==> src/rtl/derivative_filter.sv <==
// Time-multiplexed multi-channel derivative filter: either an ND-lag difference with
// saturation, or a five-point derivative scaled by 1/8 with floor rounding.
module derivative_filter #(
  parameter int unsigned NBIT = 16,
  parameter int unsigned ND   = 4,
  parameter int unsigned NCH  = 2,
  localparam int unsigned CW  = (NCH > 1) ? $clog2(NCH) : 1
) (
  input  logic                   clk,
  input  logic                   rst,
  input  logic                   in_valid,
  input  logic [CW-1:0]          in_ch,
  input  logic signed [NBIT-1:0] din,
  input  logic                   mode,
  input  logic                   flush,
  output logic                   out_valid,
  output logic [CW-1:0]          out_ch,
  output logic signed [NBIT-1:0] dout,
  output logic                   sat,
  output logic                   primed,
  output logic                   ch_err
);

  localparam int unsigned     CNTW     = $clog2(ND + 1);
  localparam int unsigned     SW       = NBIT + 3;
  localparam logic [CW:0]     NCH_LIM  = (CW + 1)'(NCH);
  localparam logic [CNTW-1:0] CNT_FULL = CNTW'(ND);
  localparam logic [NBIT-1:0] POS_MAX  = {1'b0, {(NBIT-1){1'b1}}};
  localparam logic [NBIT-1:0] NEG_MIN  = {1'b1, {(NBIT-1){1'b0}}};

  logic signed [NBIT-1:0] hist [NCH][ND];
  logic [CNTW-1:0]        cnt  [NCH];

  logic            ch_ok;
  logic            accept;
  logic            reject;
  logic [CW-1:0]   sel;
  logic [NBIT-1:0] h0;
  logic [NBIT-1:0] h2;
  logic [NBIT-1:0] h3;
  logic [NBIT-1:0] hl;
  logic [NBIT:0]   lag_diff;
  logic [SW-1:0]   five_sum;
  logic [NBIT-1:0] y_next;
  logic            sat_next;
  logic            primed_next;

  // Sample qualification; out-of-range channels are steered to a safe index
  always_comb begin
    ch_ok  = ({1'b0, in_ch} < NCH_LIM);
    accept = in_valid & ~flush & ch_ok;
    reject = in_valid & ~flush & ~ch_ok;
    sel    = ch_ok ? in_ch : '0;
  end

  // Derivative datapath for the addressed channel
  always_comb begin
    h0          = hist[sel][0];
    h2          = hist[sel][2];
    h3          = hist[sel][3];
    hl          = hist[sel][ND-1];
    primed_next = (cnt[sel] == CNT_FULL);
    lag_diff    = {din[NBIT-1], din} - {hl[NBIT-1], hl};
    five_sum    = {{2{din[NBIT-1]}}, din, 1'b0}
                + {{3{h0[NBIT-1]}}, h0}
                - {{3{h2[NBIT-1]}}, h2}
                - {{2{h3[NBIT-1]}}, h3, 1'b0};
    y_next      = lag_diff[NBIT-1:0];
    sat_next    = 1'b0;
    if (mode) begin
      // Dropping the low three bits is a floor divide by 8; the result always fits
      y_next = five_sum[SW-1:3];
    end else if (lag_diff[NBIT] != lag_diff[NBIT-1]) begin
      sat_next = 1'b1;
      y_next   = lag_diff[NBIT] ? NEG_MIN : POS_MAX;
    end
  end

  // Channel histories and fill counts
  always_ff @(posedge clk or posedge rst) begin
    if (rst) begin
      for (int unsigned c = 0; c < NCH; c++) begin
        cnt[c] <= '0;
        for (int unsigned k = 0; k < ND; k++) begin
          hist[c][k] <= '0;
        end
      end
    end else if (flush) begin
      for (int unsigned c = 0; c < NCH; c++) begin
        cnt[c] <= '0;
        for (int unsigned k = 0; k < ND; k++) begin
          hist[c][k] <= '0;
        end
      end
    end else if (accept) begin
      for (int unsigned k = ND - 1; k > 0; k--) begin
        hist[sel][k] <= hist[sel][k-1];
      end
      hist[sel][0] <= din;
      if (cnt[sel] != CNT_FULL) begin
        cnt[sel] <= cnt[sel] + CNTW'(1);
      end
    end
  end

  // Registered results; payload holds while out_valid is low
  always_ff @(posedge clk or posedge rst) begin
    if (rst) begin
      out_valid <= 1'b0;
      out_ch    <= '0;
      dout      <= '0;
      sat       <= 1'b0;
      primed    <= 1'b0;
      ch_err    <= 1'b0;
    end else begin
      out_valid <= accept;
      ch_err    <= reject;
      if (accept) begin
        out_ch <= in_ch;
        dout   <= y_next;
        sat    <= sat_next;
        primed <= primed_next;
      end
    end
  end

endmodule

==> config.mk <==
export PLATFORM = sky130hd
export DESIGN_NAME = derivative_filter
export DESIGN_NICKNAME = d
export VERILOG_FILES = /design/src/rtl/derivative_filter.sv
export SDC_FILE = /design/constraint.sdc
export NUM_CORES = 1
export LEC_CHECK = 0
export CAP_MARGIN = 10
export CORE_UTILIZATION = 28
export DETAILED_ROUTE_END_ITERATION = 8
export HOLD_SLACK_MARGIN = 0.02
export MAX_ROUTING_LAYER = met4
export PLACE_DENSITY = 0.49
export SYNTH_ARGS = -nofsm -noshare
export SYNTH_HDL_FRONTEND = slang
export SYNTH_SLANG_ARGS = --single-unit
==> constraint.sdc <==
create_clock -name clk -period 4.7 [get_ports clk]
set_clock_uncertainty 0.1 [all_clocks]
set_input_delay 0.705 -clock clk [delete_from_list [all_inputs] [get_ports clk]]
set_output_delay 0.705 -clock clk [all_outputs]
set_load 0.01 [all_outputs]
==> impl_results.md <==
* Worst slew margin at 39.5%
* Seq/Total Area, Yosys at 42.8%
* CP cell instances: buf_2 > buf_12 > mux2_2 > fa_1 > fa_1 > inv_1 > ha_1 > and2_1 > a221o_1 > o32a_1 > nand3_1 > a21boi_0 > o41ai_2 > o21ai_0 > xnor2_1 > o221ai_1
* Worst reg-to-reg path cell count at 14
* Vias per cell at 4.77
* RSZ-0062 raised after global routing: false
* CP max-delay cell: fa_1
* Hold Violations, Final at 0
* # Post-CTS Setup Buffers at 0
* Layout area overhead at 20.7%
* Arr. time, crit path at 4570 ps
* Pwr Density at 326 mW/mm²
* Critical-path maximum fanout at 13
* RePlAce Congestion at 0.834
* Sw Ratio at 28.1%
* Clock Latency Late Sink at 430 ps
* #FFs+latches synth at 154
* Post-Route WL at 22.2 mm
* Reg2Reg Setup Slack at 530 ps
* Starting Density at 28.5%
* Internal power at 2.55 mW
* EDFF count, synth at 0
* Nets at 1080
* Clk pwr share at 39.5%
* Yosys warning count at 0
* TNS Setup at 0 ps
* Drt initial violations at 386
* Max Clock Freq at 228 MHz
* Avg Inst Size Synth at 9.86 µm²
* Die Span Y at 181 µm
* Logic pwr share at 20.5%
* Post-route DRC at 0
* Hold endpoint: sat$_DFFE_PP0P_
* Worst vdd ir at 188 µV
* CTS H-tree depth at 4
* Hold Crit Start: sat$_DFFE_PP0P_
* Largest net degree at the start of global routing at 155
* Max-cap violations at 0
* Final Cell Area at 0.0109 mm²
* CP startpoint: in_ch
* CTS buffer count at 17
* Seq pwr share at 40.0%
* # setup viols final at 0
* CP startpoint kind: primary input
* Yosys cell types at 58
* Synth Cell Area at 0.00900 mm²
* Hold WC Path Type: flop to flop
* Critical Path RT at 4890 ps
* Hold_buf cts at 0
* DRT Pass-1 Iters at 4
* Placed Area at 0.0103 mm²
* Post-layout min period at 4380 ps
* Number of fill cells at 3233
* WHS Path Cells at 2
* Aggregate global routing overflow at 0
* Worst r2r dst: dout[15]$_DFFE_PP0P_
* Main synth FF type: dfrtp_1
* Die W at 181 µm
* Root Driver: clkbuf_16
* First-pass GRT wire length at 37.2 mm
* Element type at the critical path end: flop
* Worst-Margin Slew at 904 ps
* Most frequent CP cell: fa_1
* Avg WL per Cell at 15.8 µm
* Via count at 6688
* CTS tree: yes
* Net load switching power at 0.995 mW
* Launching point of the worst reg2reg path: hist[21]$_DFFE_PP0P_
* Slowest stage delay, CP at 550 ps
* Clk slew on worst S/H paths at 60 ps
* DIE AREA at 0.0329 mm²
* Clock Sinks at 154
* Core area at 0.0316 mm²
* Leakage at 5.11 nW
* Status: finished clean
* CTS max path bufs at 2
* Ports at 43
* Antenna Nets Post-Route at 0
* Max-slew violations at 0
* Placement row count at 65
* CP top delay family: compound AO/OA/AOI/OAI gates
* Share of cells above drive strength 1 at 12.2%
* Antenna violations before repair at 1
* Post-CTS sizing at 0
* Post-Syn Instances at 913
* Async set-reset flop share out of synthesis at 100%
* CP Class: primary input to flop
* Vias in the first global route at 6692
* IO Port Bufs at 41
* Final period utilization at 93.2%
* Total GRT Usage at 14.7%
* Detailed placer's ending HPWL at 15.8 mm
* Net Count, Synth at 1005
* Worst Path Buf+Inv at 3
## cell usage in the layout, fill, tap and decap left out, drive strengths merged, types with 6 or more instances in the layout
cell           Yosys  layout
a211o             10      10
a21o               8       8
a21oi             99      99
a22o              74      74
a31oi              7       7
buf               13      69
clkbuf            39      20
clkdlybuf4s50      0      39
dfrtp            154     154
fa                33      33
ha                37      37
inv               72      73
mux2              16      16
mux2i             37      37
nand2            148     148
nand2b            14      14
nand3              7       7
nor2              30      30
nor2b              6       6
nor3              10      10
o21ai             18      18
xnor2             16      16
xor2              14      14
## per-layer routing
metal  track usage [%]  routed length [µm]  up-vias
met5                 -                   0        -
li1                  -                   -     3309
met4              3.93                 189        0
met1              21.6               11900     3265
met3              2.40                 726       11
met2              20.7                9410      103
## synth_stat cells (2+ instances only)
master	n	area (µm²)
inv_1	72	270
maj3_1	2	20.0
o31ai_1	3	22.5
xor2_1	14	123
o211ai_1	4	30.0
nand4b_1	2	17.5
a21o_1	8	60.1
or3_1	2	12.5
a211o_1	10	87.6
nand3_1	7	35.0
dfrtp_1	154	3850
nor3_1	10	50.1
a31oi_1	7	43.8
o21ai_1	2	10.0
buf_1	11	41.3
a21oi_1	99	495
and2_1	4	25.0
o21ai_0	15	75.1
and4b_1	2	20.0
a211oi_1	4	30.0
mux2_2	16	180
nor2b_1	6	37.5
nor2_1	30	113
xnor2_1	16	140
or4_1	2	15.0
fa_1	33	661
ha_1	37	463
clkbuf_1	39	146
mux2i_1	37	370
nand2b_1	14	87.6
nand2_1	148	556
o21a_1	3	22.5
o31a_1	2	17.5
a22o_1	74	648
## worst max-delay path by stage
| stage | end | slack, ps | depth (start not counted) |
|---|---|---|---|
| after floorplan | dout[15]$_DFFE_PP0P_ | -50 | 16 |
| final | dout[15]$_DFFE_PP0P_ | 320 | 16 |
| after detailed placement | dout[15]$_DFFE_PP0P_ | -140 | 15 |
| after global routing | dout[15]$_DFFE_PP0P_ | 70 | 17 |
| after CTS | dout[15]$_DFFE_PP0P_ | 290 | 15 |
| after global placement | dout[15]$_DFFE_PP0P_ | -130 | 15 |
## state kept, by name, summed over array words and instances (netlist names)
register	cells
hist	128
cnt	6
sat	1
dout	16
primed	1
out_valid	1
out_ch	1
## cell families (layout without fill, tap and decap cells)
kind of cell             count (synthesis)  count (layout)  synth area share, %
AO/OA/AOI/OAI                          247             247                 18.9
flip-flops                             154             154                 42.8
AND/OR/NAND/NOR                        232             232                 11.2
adder cells (fa/ha/maj)                 72              72                 12.7
multiplexers                            53              53                 6.12
buffers and inverters                  124             210                 5.30
XOR/XNOR                                30              30                 2.92
other                                    1               2               0.0417
## power groups by stage
stage | Combinational, mW | Sequential (mW) | Clock, mW
2_1_floorplan | 0.430 | 1.45 | 0
6_report | 0.726 | 1.42 | 1.40
3_3_place_gp | 0.733 | 1.45 | 0
3_5_place_dp | 0.735 | 1.45 | 0
4_1_cts | 0.738 | 1.42 | 1.43
5_1_grt | 0.811 | 1.43 | 1.49
## through the flow
stage / worst slack, ps / total power, mW / cells / util [%] / hold WS [ps]
final: 320 / 3.55 / 1402 / 34.4 / 388
after global routing: 72.9 / 3.73 / 1402 / 34.4 / 409
after CTS: 292 / 3.59 / 1401 / 34.4 / 386
after detailed placement: -143 / 2.18 / 1371 / 32.6 / 372
after global placement: -130 / 2.18 / 1371 / 32.6 / 359
after floorplan: -49.3 / 1.88 / 913 / - / 366
## final cells by class
cell class / count / area [µm²] / share of cell area, %
clock inverters: 10 / 144 / 1.32
repair buffers: 108 / 953 / 8.78
diodes: 1 / 2.50 / 0.0230
inverters: 72 / 274 / 2.52
well taps: 402 / 503 / 4.63
multi-input cells: 635 / 4690 / 43.2
flip-flops and latches: 154 / 3850 / 35.5
clock buffers: 20 / 437 / 4.02
## worst register-to-register path, delay by kind of cell (launching register included)
kind                     cells  cell delay, ps
buffers and inverters        1              40
AND/OR/NAND/NOR              2             260
XOR/XNOR                     1             170
multiplexers                 1             290
adder cells (fa/ha/maj)      3            1310
flip-flops                   1             400
AO/OA/AOI/OAI                6            1460
Power figures use the tool's default switching activity.
